[src/rtl/router_input_fifo.sv]
// Per-port router input buffer: FIFO of single-flit packets with XY route decode at
// enqueue; the head packet and its one-hot output request are presented to the arbiter.
module router_input_fifo #(
   parameter int X         = 0,
   parameter int Y         = 0,
   parameter int IN_PORT   = 0,
   parameter int COORD_W   = 4,
   parameter int PAYLOAD_W = 32,
   parameter int DEPTH     = 4
) (
   input  logic                           clk,
   input  logic                           rst,
   input  logic                           in_valid,
   output logic                           in_ready,
   input  logic [2*COORD_W+PAYLOAD_W-1:0] in_packet,
   output logic [2*COORD_W+PAYLOAD_W-1:0] out_packet,
   output logic [4:0]                     request,
   input  logic                           grant,
   output logic                           route_err,
   output logic                           grant_err
);
   localparam int PKT_W = 2*COORD_W + PAYLOAD_W;
   localparam int PTR_W = $clog2(DEPTH);
   localparam int CNT_W = $clog2(DEPTH + 1);

   localparam logic [2:0] PORT_S = 3'd0;
   localparam logic [2:0] PORT_W = 3'd1;
   localparam logic [2:0] PORT_N = 3'd2;
   localparam logic [2:0] PORT_E = 3'd3;
   localparam logic [2:0] PORT_C = 3'd4;

   localparam logic [COORD_W-1:0] X_C       = COORD_W'(X);
   localparam logic [COORD_W-1:0] Y_C       = COORD_W'(Y);
   localparam logic [2:0]         IN_PORT_C = 3'(IN_PORT);
   localparam logic [CNT_W-1:0]   DEPTH_C   = CNT_W'(DEPTH);

   logic [PKT_W-1:0]   mem_q       [DEPTH];
   logic [2:0]         route_mem_q [DEPTH];
   logic [PTR_W-1:0]   wr_ptr_q, wr_ptr_d;
   logic [PTR_W-1:0]   rd_ptr_q, rd_ptr_d;
   logic [CNT_W-1:0]   count_q, count_d;
   logic               route_err_q, route_err_d;
   logic               grant_err_q, grant_err_d;
   logic [COORD_W-1:0] dst_x_s, dst_y_s;
   logic [2:0]         route_s;
   logic [2:0]         head_route_s;
   logic               push_s, pop_s, empty_s, uturn_s;

   // XY route decode on the incoming packet: X dimension is resolved first.
   always_comb begin
      dst_x_s = in_packet[PKT_W-1 -: COORD_W];
      dst_y_s = in_packet[PKT_W-COORD_W-1 -: COORD_W];
      if (dst_x_s > X_C) begin
         route_s = PORT_E;
      end else if (dst_x_s < X_C) begin
         route_s = PORT_W;
      end else if (dst_y_s > Y_C) begin
         route_s = PORT_N;
      end else if (dst_y_s < Y_C) begin
         route_s = PORT_S;
      end else begin
         route_s = PORT_C;
      end
   end

   // Handshake qualification; in_ready deliberately ignores grant.
   always_comb begin
      empty_s  = (count_q == CNT_W'(0));
      in_ready = ~rst & (count_q != DEPTH_C);
      push_s   = in_valid & in_ready;
      pop_s    = grant & ~empty_s;
      uturn_s  = push_s & (route_s == IN_PORT_C) & (IN_PORT_C != PORT_C);
   end

   // Head presentation: packet and one-hot request straight from storage.
   always_comb begin
      head_route_s = route_mem_q[rd_ptr_q];
      out_packet   = mem_q[rd_ptr_q];
      request      = 5'b00000;
      if (!empty_s) begin
         case (head_route_s)
            PORT_S:  request = 5'b00001;
            PORT_W:  request = 5'b00010;
            PORT_N:  request = 5'b00100;
            PORT_E:  request = 5'b01000;
            PORT_C:  request = 5'b10000;
            default: request = 5'b00000;
         endcase
      end else begin
         request = 5'b00000;
      end
   end

   // Next-state for pointers, occupancy and sticky error flags.
   always_comb begin
      wr_ptr_d    = push_s ? (wr_ptr_q + PTR_W'(1)) : wr_ptr_q;
      rd_ptr_d    = pop_s  ? (rd_ptr_q + PTR_W'(1)) : rd_ptr_q;
      count_d     = count_q;
      case ({push_s, pop_s})
         2'b10:   count_d = count_q + CNT_W'(1);
         2'b01:   count_d = count_q - CNT_W'(1);
         default: count_d = count_q;
      endcase
      route_err_d = route_err_q | uturn_s;
      grant_err_d = grant_err_q | (grant & empty_s);
   end

   // Control state register with synchronous reset.
   always_ff @(posedge clk) begin
      if (rst) begin
         wr_ptr_q    <= PTR_W'(0);
         rd_ptr_q    <= PTR_W'(0);
         count_q     <= CNT_W'(0);
         route_err_q <= 1'b0;
         grant_err_q <= 1'b0;
      end else begin
         wr_ptr_q    <= wr_ptr_d;
         rd_ptr_q    <= rd_ptr_d;
         count_q     <= count_d;
         route_err_q <= route_err_d;
         grant_err_q <= grant_err_d;
      end
   end

   // Packet storage is not reset; the route code is stored alongside each packet.
   always_ff @(posedge clk) begin
      if (push_s) begin
         mem_q[wr_ptr_q]       <= in_packet;
         route_mem_q[wr_ptr_q] <= route_s;
      end
   end

   assign route_err = route_err_q;
   assign grant_err = grant_err_q;

endmodule

[config.mk]
export PLATFORM = sky130hd
export DESIGN_NAME = router_input_fifo
export DESIGN_NICKNAME = d
export VERILOG_FILES = /design/src/rtl/router_input_fifo.sv
export SDC_FILE = /design/constraint.sdc
export NUM_CORES = 1
export LEC_CHECK = 0
export ABC_CLOCK_PERIOD_IN_PS = 5400
export CAP_MARGIN = 10
export CORE_ASPECT_RATIO = 0.5
export CORE_UTILIZATION = 31
export DETAILED_ROUTE_END_ITERATION = 16
export HOLD_SLACK_MARGIN = 0.12
export MAX_ROUTING_LAYER = met4
export SETUP_SLACK_MARGIN = 0.02
export SYNTH_ARGS = -nofsm -noshare
export SYNTH_HDL_FRONTEND = slang
export SYNTH_SLANG_ARGS = --single-unit
[constraint.sdc]
create_clock -name clk -period 5.4 [get_ports clk]
set_clock_uncertainty 0.1 [all_clocks]
set_input_delay 0.81 -clock clk [delete_from_list [all_inputs] [get_ports clk]]
set_output_delay 0.81 -clock clk [all_outputs]
set_load 0.1 [all_outputs]
* Word level (Yosys, flattened, before mapping)
Memory sizes are Yosys's and may differ from the RTL's. A register that Yosys moved wholly into a read port is not among the register bits.
Index checks and enable logic that the tools add are counted.
** Storage, ports and cells
- Register bits :: 9
- RAM bits :: 172
- Word-level logic and storage cells :: 48
- Memories kept :: 2
** Operators by class
- $add $sub $neg :: 4
- Magnitude comparators :: 4
- Equality and inequality tests :: 7
- Mux-type cells :: 13
- Bitwise operators :: 9
- Reduce and logical (&&, ||, !) cells :: 4
** Memory list
- mem_q :: depth 4, bits a word 40, rd ports 1, clocked after Yosys merged registers in 1, write ports 1, line 37 : logic [PKT_W-1:0] mem_q [DEPTH];
- route_mem_q :: depth 4, bits a word 3, rd ports 1, clocked after Yosys merged registers in 1, write ports 1, line 38 : logic [2:0] route_mem_q [DEPTH];
** Operator list (number)
- 5-bit case mux with 5 select lines :: 1
- 3-bit 2-to-1 mux :: 4
- 3-bit zero test :: 3
- 4-bit by 1-bit greater-than comparator with 1-bit output, second input constant :: 2
- 4-bit by 1-bit less-than comparator with 1-bit output, second input constant :: 2
- 2-bit 2-to-1 mux :: 4
- 3-bit by 2-bit == test with 1-bit output, second input constant :: 2
- 3-bit case mux with 2 select lines :: 1
- 1-bit bitwise AND :: 5
- 5-bit 2-to-1 mux :: 1
- 2-bit by 1-bit adder with 2-bit output, second input constant :: 2
- 3-bit by 1-bit adder with 3-bit output, second input constant :: 1
- 3-bit by 1-bit == test with 1-bit output, second input constant :: 1
- 3-bit == test, second input constant :: 1
- 3-bit != test, second input constant :: 1
- 3-bit by 1-bit subtractor with 3-bit output, second input constant :: 1
- 2-bit by 1-bit == test with 1-bit output, second input constant :: 1
- 2-bit == test, second input constant :: 1
- 1-bit 2-to-1 mux :: 2
- 1-bit NOT :: 2
- 1-bit OR :: 2
- 2-bit nonzero test :: 1

* Logic depth before layout (Yosys ltp)
Gate-level depths: netlist of run 1.
- Word-level depth :: 8
- Depth in mapped cells :: 9
- Depth with buffers taken out :: 9

* Least setup slack after synthesis of run 1
OpenSTA, ideal clock, no wires.
- Kind :: register to output
- Start :: register with a tool-made name
- End :: output port request[0]
- Arrival :: 2445 ps
- Setup slack :: 2045 ps
- Cell stages (with the launch flop) :: 5
- Buffers on the path :: 1
- Cells stage by stage :: dfxtp_1 -> buf_6 -> mux4_2 -> or2_1 -> nor2_1
** RTL lines
- end, declared :: line 17 : output logic [4:0] request,

==> run_results.csv, run 1 <==
group,metric,value,unit
status,outcome,"finished, final reports clean",
worst_setup_path,r2r.worst_path.cells,4,
placement,gp_congestion,0.6739,
cells_and_area,antennaDiodeCount,0,
power,vdd_ir_drop_max,0.2347,mV
synthesis,synth_warnings,0,
worst_setup_path,timing.setup.critical_path_class,"reg2out",
synthesis,synth_cell_type_count,28,
cells_and_area,num-fill-cells,1863,
synthesis,synth_area_leader_cell,"sky130_fd_sc_hd__edfxtp_1",
min_path,min_path_type,"reg2reg",
global_route,sum_of_overflow_across_all_layers_after_global_routing,0,
synthesis,synth_top_flop_cell,"sky130_fd_sc_hd__edfxtp_1",
clocking,post-cts-setup-buffer-count,0,
timing,unrepaired_setup_endpoints_after_global_routing,"false",
worst_setup_path,worstPathMaxFanout,22,
drt,routed_length_on_met2,6387,µm
timing,final.min_clock_period,4.098,ns
floorplanning,die_x,211.4,µm
floorplanning,design.core.area,21020,µm²
drt,wirelength,12640,µm
cells_and_area,synth_to_final_area_change,27.16,%
clocking,cts.sinks,183,
drt,remaining_drc_errors,0,
clocking,number_of_cts_inserted_buffers,17,
timing,timing.final.hold_violations,0,
power,power_density_over_the_cells,528.1,nW/µm²
drt,dr_wl_met3,295,µm
timing,drv_slew,0,
power,portion_of_total_power_attributed_to_the_clock_network,0.257,
global_route,groute.usage.overall,0.1219,
clocking,tritoncts,"yes",
synthesis,synth_top_area_share,0.7602,
timing,fmaxAchievable,0.2440,GHz
synthesis,synth_seq_area_share,0.7926,
clocking,clock_tree.root_cell,"sky130_fd_sc_hd__clkbuf_16",
placement,preCtsSetupSlack,1.670,ns
global_route,grt_first_pass_wirelength,19450,µm
worst_setup_path,critical_path_end_type,"output port",
clocking,cts-resized-gates,0,
cells_and_area,drive_gt1_frac,0.2203,
floorplanning,start_util,0.3233,
drt,detail_route.first_pass.iterations,4,
synthesis,post_synthesis_instance_area,6794,µm²
clocking,clkSlewWorstSetupHoldPaths,0.07,ns
synthesis,synthCells,295,
clocking,cts.hold.buffers_added,0,
drt,met1Wirelength,5680,µm
timing,relSlewSlack,0.3146,
timing,setup_viol,0,
placement,place.port_buffers,91,
synthesis,synth-edff-count,172,
synthesis,ys_seq_elements,183,
power,netSwitchingFraction,0.3991,
drt,num_vias,3151,
power,combinationalPowerShare,0.362,
clocking,cts_max_path_buffers,2,
drt,initialDrtViolationCount,195,
clocking,worst_skew_pair.late_latency,0.42,ns
synthesis,synth_common_cells,"sky130_fd_sc_hd__edfxtp_1 (172), sky130_fd_sc_hd__mux4_2 (43), sky130_fd_sc_hd__nor2_1 (13)",
synthesis,yosys.cell_count.top_type,"sky130_fd_sc_hd__edfxtp_1",
drt,drtAntennaViolNets,0,
worst_setup_path,start_kind,"flip-flop",
floorplanning,floorplan.io_pins,92,
cells_and_area,final-seq-area,5390,µm²
worst_setup_path,cp.arrival,3.19,ns
power,p_int,2741,µW
floorplanning,die-height,106.7,µm
timing,setup-tns-final,0,ns
drt,avgViaCountPerCell,4.470,
synthesis,yosys-top-cells-area,"sky130_fd_sc_hd__edfxtp_1 (76%), sky130_fd_sc_hd__mux4_2 (14%), sky130_fd_sc_hd__dfxtp_1 (3.2%), sky130_fd_sc_hd__ha_1 (0.92%), sky130_fd_sc_hd__nor2_1 (0.72%)",
synthesis,synth-async-reset-ratio,0,
cells_and_area,finish.net_count,451,
power,netSwitchingPower,1821,µW
worst_setup_path,timing.reg2reg.setup_slack,2.80,ns
cells_and_area,multi_input_area,1326,µm²
placement,post-dp-hpwl,7845,µm
worst_setup_path,crit_required,4.49,ns
worst_setup_path,timing_endpoint_of_the_critical_path,"request[4]",
clocking,htree_levels,4,
drt,post_drt_wl_per_cell,17.93,µm
global_route,grt_start_max_net_pins,32,
floorplanning,floorplan.die_area,22550,µm²
worst_setup_path,startpoint_of_the_most_critical_register_to_register_path,"count_q[0]",
synthesis,postSynthNetCount,345,
timing,worst_max_slew_pin_slew,1.025,ns
power,cellLeakagePower,0.002695,µW
power,power_frac_seq,0.381,
timing,period_utilization_post_route,0.7589,
global_route,via_count_of_the_first_global_routing_pass,3373,
global_route,antenna_found_initial,0,
synthesis,synthesis.area_per_instance,23.03,µm²
run,max-cap-violations,0,
floorplanning,row_count,37,
drt,top_layer,"met4",
timing,fin_ws,1.302,ns
worst_setup_path,timing.rr.end,"mem_q[1][15]",
layout by cell type, fill, tap and decap left out:
cell / count
sky130_fd_sc_hd__mux2_2: 1
sky130_fd_sc_hd__clkdlybuf4s50_1: 91
sky130_fd_sc_hd__nand2b_1: 2
sky130_fd_sc_hd__and2_1: 1
sky130_fd_sc_hd__clkinv_4: 3
sky130_fd_sc_hd__clkinv_8: 1
sky130_fd_sc_hd__or2b_1: 1
sky130_fd_sc_hd__mux2i_1: 1
sky130_fd_sc_hd__clkinv_2: 1
sky130_fd_sc_hd__nor2_1: 13
sky130_fd_sc_hd__o311ai_0: 1
sky130_fd_sc_hd__inv_1: 9
sky130_fd_sc_hd__mux4_2: 43
sky130_fd_sc_hd__o21ai_0: 1
sky130_fd_sc_hd__nor4_1: 2
sky130_fd_sc_hd__dfxtp_4: 1
sky130_fd_sc_hd__dfxtp_2: 1
sky130_fd_sc_hd__buf_4: 7
sky130_fd_sc_hd__xor2_1: 4
sky130_fd_sc_hd__and2_2: 4
sky130_fd_sc_hd__clkbuf_16: 17
sky130_fd_sc_hd__clkinvlp_4: 1
sky130_fd_sc_hd__a21oi_1: 3
sky130_fd_sc_hd__edfxtp_1: 172
sky130_fd_sc_hd__or3_1: 1
sky130_fd_sc_hd__nor3b_1: 1
sky130_fd_sc_hd__ha_1: 5
sky130_fd_sc_hd__o31ai_1: 1
sky130_fd_sc_hd__inv_6: 4
sky130_fd_sc_hd__dfxtp_1: 9
sky130_fd_sc_hd__nor2b_1: 1
sky130_fd_sc_hd__or2_1: 1
sky130_fd_sc_hd__or2_4: 1
sky130_fd_sc_hd__nor3b_2: 2
sky130_fd_sc_hd__nor3_1: 1
sky130_fd_sc_hd__inv_8: 4
sky130_fd_sc_hd__fa_1: 1
layer usage:
layer / global-route usage / vias up
met5: - / -
met3: 0.02578 / 17
met1: 0.1535 / 1661
met2: 0.1927 / 52
met4: 0.05228 / 0
li1: - / 1421
layout make-up:
cell class / instances / share of cell area
inverter: 9 / 0.003910
timing repair buffer: 98 / 0.1115
clock buffer: 17 / 0.04924
sequential: 183 / 0.6239
tap: 292 / 0.04229
clock inverter: 14 / 0.01564
multi-input combinational: 92 / 0.1535
power groups by stage:
stage	combinational [µW]	clock, µW	sequential, µW
2_1_floorplan	1330	0	1730
3_3_place_gp	1660	0	1770
3_5_place_dp	1670	0	1780
4_1_cts	1670	1200	1750
5_1_grt	1710	1250	1760
6_report	1650	1170	1740
worst max-delay path: stages (launching register included):
cell                              delay [ns]
sky130_fd_sc_hd__dfxtp_4                0.65
sky130_fd_sc_hd__mux4_2                 0.57
sky130_fd_sc_hd__or2_4                  0.25
sky130_fd_sc_hd__nor3b_2                0.14
sky130_fd_sc_hd__clkdlybuf4s50_1        1.15
registers in the layout (all words and copies together), names as in the netlist, named ones only:
name         cells
grant_err        1
count_q          3
route_mem_q     12
rd_ptr_q         2
mem_q          160
wr_ptr_q         2
route_err        1
kinds of logic (layout without fill, tap and decap cells):
logic type | Yosys count | after routing | synth area share
AO/OA/AOI/OAI | 6 | 6 | 0.005340
XOR/XNOR | 4 | 4 | 0.005156
adder cells (fa/ha/maj) | 6 | 6 | 0.01215
buffers and inverters | 20 | 138 | 0.01289
flip-flops | 183 | 183 | 0.7926
multiplexers | 45 | 45 | 0.1457
AND/OR/NAND/NOR | 31 | 31 | 0.02615
metrics by stage:
step / hold WS [ns] / cell area (µm²) / instances / util / power (µW)
global route: 0.3887 / 8640 / 705 / 0.4111 / 4718
CTS: 0.3746 / 8640 / 705 / 0.4111 / 4619
finish: 0.3740 / 8640 / 705 / 0.4111 / 4562
global placement: 0.3606 / 8079 / 674 / 0.3844 / 3438
floorplan: 0.3750 / 6794 / 295 / - / 3060
detailed placement: 0.3602 / 8079 / 674 / 0.3844 / 3443
worst min-delay path by stage:
stage	to	cells after the start	startpoint
after floorplan	wr_ptr_q[0]	1	wr_ptr_q[0]
after global placement	route_err	1	route_err
after detailed placement	route_err	1	route_err
after CTS	route_err	1	route_err
after global routing	route_err	1	route_err
final	route_err	1	route_err
Note: power is estimated with default switching activity, not from simulation.
==> run 2: changes to the inputs <==
ABC_CLOCK_PERIOD_IN_PS = 3400   (was 5400)
clock period = 3.4 ns   (was 5.4 ns; I/O delays follow)
==> run_results.csv, run 2 (synthesis gave the netlist of run 1 again) <==
group,metric,value,unit
cells_and_area,antennaDiodeCount,0,
status,outcome,"finished, final reports clean",
worst_setup_path,timing.rr.end,"count_q[2]",
power,combinationalPowerShare,0.361,
worst_setup_path,crit_required,2.79,ns
drt,post_drt_wl_per_cell,17.96,µm
drt,avgViaCountPerCell,4.445,
min_path,min_path_type,"reg2reg",
drt,wirelength,12660,µm
power,vdd_ir_drop_max,0.4218,mV
drt,remaining_drc_errors,0,
cells_and_area,synth_to_final_area_change,27.72,%
clocking,htree_levels,4,
worst_setup_path,timing.reg2reg.setup_slack,1.03,ns
run,max-cap-violations,0,
global_route,grt_start_max_net_pins,44,
worst_setup_path,cpMaxStageDelayCell,"sky130_fd_sc_hd__dfxtp_2",
power,netSwitchingPower,2914,µW
placement,gp_congestion,0.6846,
timing,setup-tns-final,0,ns
clocking,cts-resized-gates,0,
drt,detail_route.first_pass.iterations,4,
clocking,tritoncts,"yes",
cells_and_area,highest_count_cells_in_the_layout_ignoring_fill_and_taps,"sky130_fd_sc_hd__edfxtp_1 (172), sky130_fd_sc_hd__clkdlybuf4s50_1 (44), sky130_fd_sc_hd__buf_4 (44), sky130_fd_sc_hd__mux4_2 (43), sky130_fd_sc_hd__clkbuf_16 (17)",
min_path,hp-start,"route_err",
power,netSwitchingFraction,0.3981,
timing,unrepaired_setup_endpoints_after_global_routing,"false",
timing,timing.final.hold_violations,0,
floorplanning,design.core.area,21020,µm²
timing,drv_slew,0,
cells_and_area,fin_cells,705,
timing,final.min_clock_period,2.872,ns
timing,period_utilization_post_route,0.8446,
drt,num_vias,3134,
timing,relSlewSlack,0.3553,
cells_and_area,regMostFlops,"mem_q",
power,power_frac_seq,0.372,
global_route,groute.usage.overall,0.1226,
worst_setup_path,cp.arrival,2.26,ns
power,cellLeakagePower,0.002781,µW
cells_and_area,largest_register_ff_count,160,
power,portion_of_total_power_attributed_to_the_clock_network,0.266,
floorplanning,start_util,0.3233,
drt,drtAntennaViolNets,0,
timing,fmaxAchievable,0.3482,GHz
clocking,cts.hold.buffers_added,0,
power,power_density_over_the_cells,843.5,nW/µm²
global_route,grt_first_pass_wirelength,19400,µm
worst_setup_path,critical-path-max-stage-delay,0.68,ns
floorplanning,die-height,106.7,µm
worst_setup_path,critPathTopFamily,"flip-flops",
power,report.power.total,7319,µW
global_route,sum_of_overflow_across_all_layers_after_global_routing,0,
clocking,post-cts-setup-buffer-count,0,
placement,place.port_buffers,91,
worst_setup_path,timing.critical_path.buf_inv,1,
global_route,via_count_of_the_first_global_routing_pass,3375,
clocking,number_of_cts_inserted_buffers,17,
worst_setup_path,cp_cell_sequence,"mux4_2 -> or2_4 -> nor3b_2 -> buf_12",
worst_setup_path,start_kind,"flip-flop",
timing,setup_viol,0,
floorplanning,floorplan.die_area,22550,µm²
worst_setup_path,timing.setup.critical_path_class,"reg2out",
worst_setup_path,startpoint_of_the_most_critical_register_to_register_path,"count_q[2]",
global_route,antenna_found_initial,0,
min_path,holdPathStages,1,
cells_and_area,largest_registers,"mem_q x160, route_mem_q x12, count_q x3",
drt,initialDrtViolationCount,193,
power,p_int,4406,µW
cells_and_area,finish.net_count,451,
cells_and_area,drive_gt1_frac,0.3341,
clocking,worst_skew_pair.late_latency,0.41,ns
cells_and_area,final_common_cell,"sky130_fd_sc_hd__edfxtp_1",
worst_setup_path,r2r.worst_path.cells,9,
worst_setup_path,path_depth,4,
clocking,cts_max_path_buffers,2,
floorplanning,floorplan.io_pins,92,
clocking,clkSlewWorstSetupHoldPaths,0.07,ns
floorplanning,die_x,211.4,µm
clocking,cts.sinks,183,
worst_setup_path,critical_path_end_type,"output port",
min_path,min_delay_worst_endpoint,"route_err",
clocking,clock_tree.root_cell,"sky130_fd_sc_hd__clkbuf_16",
floorplanning,row_count,37,
placement,post-dp-hpwl,7545,µm
timing,worst_max_slew_pin_slew,0.9641,ns
placement,dpl.cell_count,674,
worst_setup_path,worstPathMaxFanout,19,
## run 2: changes by cell type in the layout (fill, tap and decap cells not counted), moves of 3 or more
cell | before | now
sky130_fd_sc_hd__buf_12 | 0 | 10
sky130_fd_sc_hd__clkdlybuf4s50_1 | 91 | 44
sky130_fd_sc_hd__inv_6 | 4 | 1
sky130_fd_sc_hd__buf_4 | 7 | 44
## run 2: final cells by class
cell class	instances	area (µm²)
well taps	292	365.4
inverters	9	33.78
multi-input cells	92	1326
clock inverters	14	165.2
flip-flops and latches	183	5390
repair buffers	98	970.9
fillers	1891	12340
clock buffers	17	425.4
## run 2: metal layers
metal | wire, µm | vias to the layer above | track usage | share of wire
li1 | - | 1422 | - | -
met1 | 5530 | 1664 | 0.1480 | 0.44
met2 | 6673 | 38 | 0.2042 | 0.53
met3 | 316 | 10 | 0.03046 | 0.025
met4 | 140 | 0 | 0.03882 | 0.011
met5 | 0 | - | - | 0
## run 2: power groups by stage
stage / Clock (µW) / Combinational (µW) / Sequential (µW)
detailed placement: 0 / 2680 / 2780
global placement: 0 / 2680 / 2770
CTS: 2000 / 2680 / 2730
global route: 2100 / 2750 / 2750
floorplan: 0 / 2120 / 2740
finish: 1950 / 2640 / 2730
## run 2: worst register-to-register path, stage by stage (launching register included)
cell                      delay [ns]
sky130_fd_sc_hd__dfxtp_1        0.41
sky130_fd_sc_hd__nor3b_1        0.35
sky130_fd_sc_hd__nor3b_2        0.16
sky130_fd_sc_hd__inv_1          0.09
sky130_fd_sc_hd__ha_1           0.17
sky130_fd_sc_hd__inv_1          0.06
sky130_fd_sc_hd__fa_1           0.38
sky130_fd_sc_hd__xor2_1         0.16
sky130_fd_sc_hd__or3_1          0.30
sky130_fd_sc_hd__a21oi_1        0.14
## run 2: stage by stage
step                      setup slack [ns]  hold WS [ns]  instance area (µm²)  utilization
after floorplan                     0.3453        0.3750                 6794            -
after global placement              0.8087        0.3587                 8087       0.3847
after detailed placement            0.7679        0.3602                 8087       0.3847
after CTS                           0.4363        0.3700                 8677       0.4128
after global routing                0.3898        0.3863                 8677       0.4128
final                               0.5284        0.3695                 8677       0.4128
## run 2: worst max path at each step
stage | start | endpoint | slack [ns]
after CTS | flip-flop | request[4] | 0.44
after detailed placement | rst | count_q[2] | 0.77
after global routing | flip-flop | request[4] | 0.39
after global placement | rst | count_q[2] | 0.81
after floorplan | flip-flop | request[0] | 0.35
final | flip-flop | request[4] | 0.53
==> run 3: changes to the inputs <==
ABC_CLOCK_PERIOD_IN_PS = 2800   (was 3400)
clock period = 2.8 ns   (was 3.4 ns; I/O delays follow)
==> run_results.csv, run 3 (synthesis gave the netlist of run 1 again) <==
group,metric,value,unit
status,outcome,"finished, final reports clean",
cells_and_area,num-fill-cells,1797,
cells_and_area,final_common_cell,"sky130_fd_sc_hd__edfxtp_1",
floorplanning,die_x,211.4,µm
timing,timing.final.hold_violations,0,
timing,fin_ws,0.2127,ns
global_route,grt_first_pass_wirelength,19390,µm
drt,detail_route.first_pass.iterations,6,
power,power_density_over_the_cells,1035,nW/µm²
floorplanning,floorplan.die_area,22550,µm²
timing,relSlewSlack,0.5688,
floorplanning,row_count,37,
clocking,clock_tree.root_cell,"sky130_fd_sc_hd__clkbuf_16",
clocking,post-cts-setup-buffer-count,4,
cells_and_area,highest_count_cells_in_the_layout_ignoring_fill_and_taps,"sky130_fd_sc_hd__edfxtp_1 (172), sky130_fd_sc_hd__buf_12 (51), sky130_fd_sc_hd__mux4_2 (43), sky130_fd_sc_hd__clkdlybuf4s50_1 (43), sky130_fd_sc_hd__clkbuf_16 (17)",
min_path,min_delay_worst_endpoint,"route_err",
global_route,grt_start_max_net_pins,44,
floorplanning,floorplan.io_pins,92,
drt,drtAntennaViolNets,0,
run,max-cap-violations,0,
timing,setup_viol,0,
worst_setup_path,critical-path-max-stage-delay,0.52,ns
clocking,clkSlewWorstSetupHoldPaths,0.06,ns
placement,placed_area,8628,µm²
worst_setup_path,cp_cell_sequence,"mux4_2 -> or2_4 -> nor3b_4 -> buf_12",
floorplanning,design.core.area,21020,µm²
placement,post-dp-hpwl,7247,µm
cells_and_area,finish.net_count,457,
worst_setup_path,timing.setup.critical_path_class,"reg2out",
clocking,cts.sinks,183,
cells_and_area,largest_register_ff_count,160,
cells_and_area,fin_cells,712,
worst_setup_path,start_kind,"flip-flop",
cells_and_area,post-route-cell-area,9245,µm²
worst_setup_path,timing.reg2reg.setup_slack,0.55,ns
power,cellLeakagePower,0.003004,µW
drt,remaining_drc_errors,0,
worst_setup_path,critical_path_end_type,"output port",
worst_setup_path,startpoint_of_the_most_critical_register_to_register_path,"count_q[2]",
drt,wirelength,12350,µm
clocking,number_of_cts_inserted_buffers,17,
clocking,worst_skew_pair.late_latency,0.42,ns
timing,unrepaired_setup_endpoints_after_global_routing,"false",
timing,period_utilization_post_route,0.9241,
min_path,min_path_type,"reg2reg",
floorplanning,start_util,0.3233,
timing,setup-tns-final,0,ns
drt,post_drt_wl_per_cell,17.35,µm
placement,place.port_buffers,91,
worst_setup_path,crit_required,2.28,ns
worst_setup_path,cp.arrival,2.07,ns
drt,num_vias,3150,
timing,worst_max_slew_pin_slew,0.6418,ns
placement,gp_congestion,0.6904,
drt,initialDrtViolationCount,230,
global_route,antenna_found_initial,0,
floorplanning,die-height,106.7,µm
cells_and_area,antennaDiodeCount,0,
clocking,htree_levels,4,
placement,preCtsSetupSlack,0.3234,ns
power,vdd_ir_drop_max,0.5123,mV
drt,avgViaCountPerCell,4.424,
global_route,via_count_of_the_first_global_routing_pass,3376,
clocking,tritoncts,"yes",
cells_and_area,synth_to_final_area_change,36.08,%
clocking,cts-resized-gates,0,
placement,dpl.cell_count,676,
timing,final.min_clock_period,2.587,ns
worst_setup_path,worstPathMaxFanout,7,
global_route,sum_of_overflow_across_all_layers_after_global_routing,0,
cells_and_area,largest_registers,"mem_q x160, route_mem_q x12, count_q x3",
min_path,hp-start,"route_err",
worst_setup_path,cpMaxStageDelayCell,"sky130_fd_sc_hd__mux4_2",
min_path,holdPathStages,1,
worst_setup_path,timing.rr.end,"count_q[2]",
clocking,cts.hold.buffers_added,0,
timing,drv_slew,0,
worst_setup_path,r2r.worst_path.cells,9,
cells_and_area,drive_gt1_frac,0.3548,
timing,fmaxAchievable,0.3865,GHz
cells_and_area,regMostFlops,"mem_q",
clocking,cts_max_path_buffers,2,
global_route,groute.usage.overall,0.1208,
==> run 3: cell types whose count changed in the layout (fill, tap and decap cells not counted), moves of 2 or more <==
cell                       delta
sky130_fd_sc_hd__clkinv_8     +2
sky130_fd_sc_hd__inv_8        -2
sky130_fd_sc_hd__buf_4       -34
sky130_fd_sc_hd__nor2_1       -4
sky130_fd_sc_hd__nor2_2       +4
sky130_fd_sc_hd__inv_6        +3
sky130_fd_sc_hd__buf_12      +41
==> run 3: critical path, delay by kind of cell (launching register included) <==
kind,cells,cell delay [ns]
DFF,1,0.40
and+or+nand+nor,2,0.51
muxes,1,0.52
buffers and inverters,1,0.21
==> run 3: stage by stage <==
step                utilization  power [µW]  hold WS [ns]
floorplan                     -        5918        0.3750
global placement         0.4105        7315        0.3601
detailed placement       0.4105        7329        0.3577
CTS                      0.4399        9685        0.3731
global route             0.4399        9908        0.3908
finish                   0.4399        9571        0.3719
==> run 3: how the worst max path moves through the flow <==
| stage | start | end | depth (start not counted) | slack [ns] |
|---|---|---|---|---|
| after floorplan | flip-flop | request[0] | 4 | 0.24 |
| after global placement | grant | count_q[2] | 9 | 0.39 |
| after detailed placement | grant | count_q[2] | 9 | 0.32 |
| after CTS | flip-flop | request[4] | 4 | 0.18 |
| after global routing | flip-flop | request[4] | 4 | 0.12 |
| final | flip-flop | request[4] | 4 | 0.21 |
==> run 3: routing by layer <==
| metal | global-route usage | vias to the layer above | part of all wire |
|---|---|---|---|
| met3 | 0.02783 | 12 | 0.020 |
| met1 | 0.1487 | 1670 | 0.45 |
| met5 | - | - | 0 |
| met4 | 0.03882 | 0 | 0.012 |
| li1 | - | 1437 | - |
| met2 | 0.1990 | 31 | 0.52 |
==> run 3: final cells by class <==
class	count	area, µm²	share of cell area
Multi-Input combinational cell	92	1343	0.1452
Clock buffer	18	429.2	0.04642
Timing Repair Buffer	104	1526	0.1651
Inverter	9	33.78	0.003654
Sequential cell	183	5390	0.5830
Clock inverter	14	157.7	0.01705
Tap cell	292	365.4	0.03952
==> run 3: power by group <==
| part | switching, µW | total (µW) | internal [µW] |
|---|---|---|---|
| Clock | 1120 | 2320 | 1200 |
| Sequential | 85.8 | 3270 | 3190 |
| Combinational | 2490 | 3980 | 1490 |
| Total | 3690 | 9570 | 5880 |
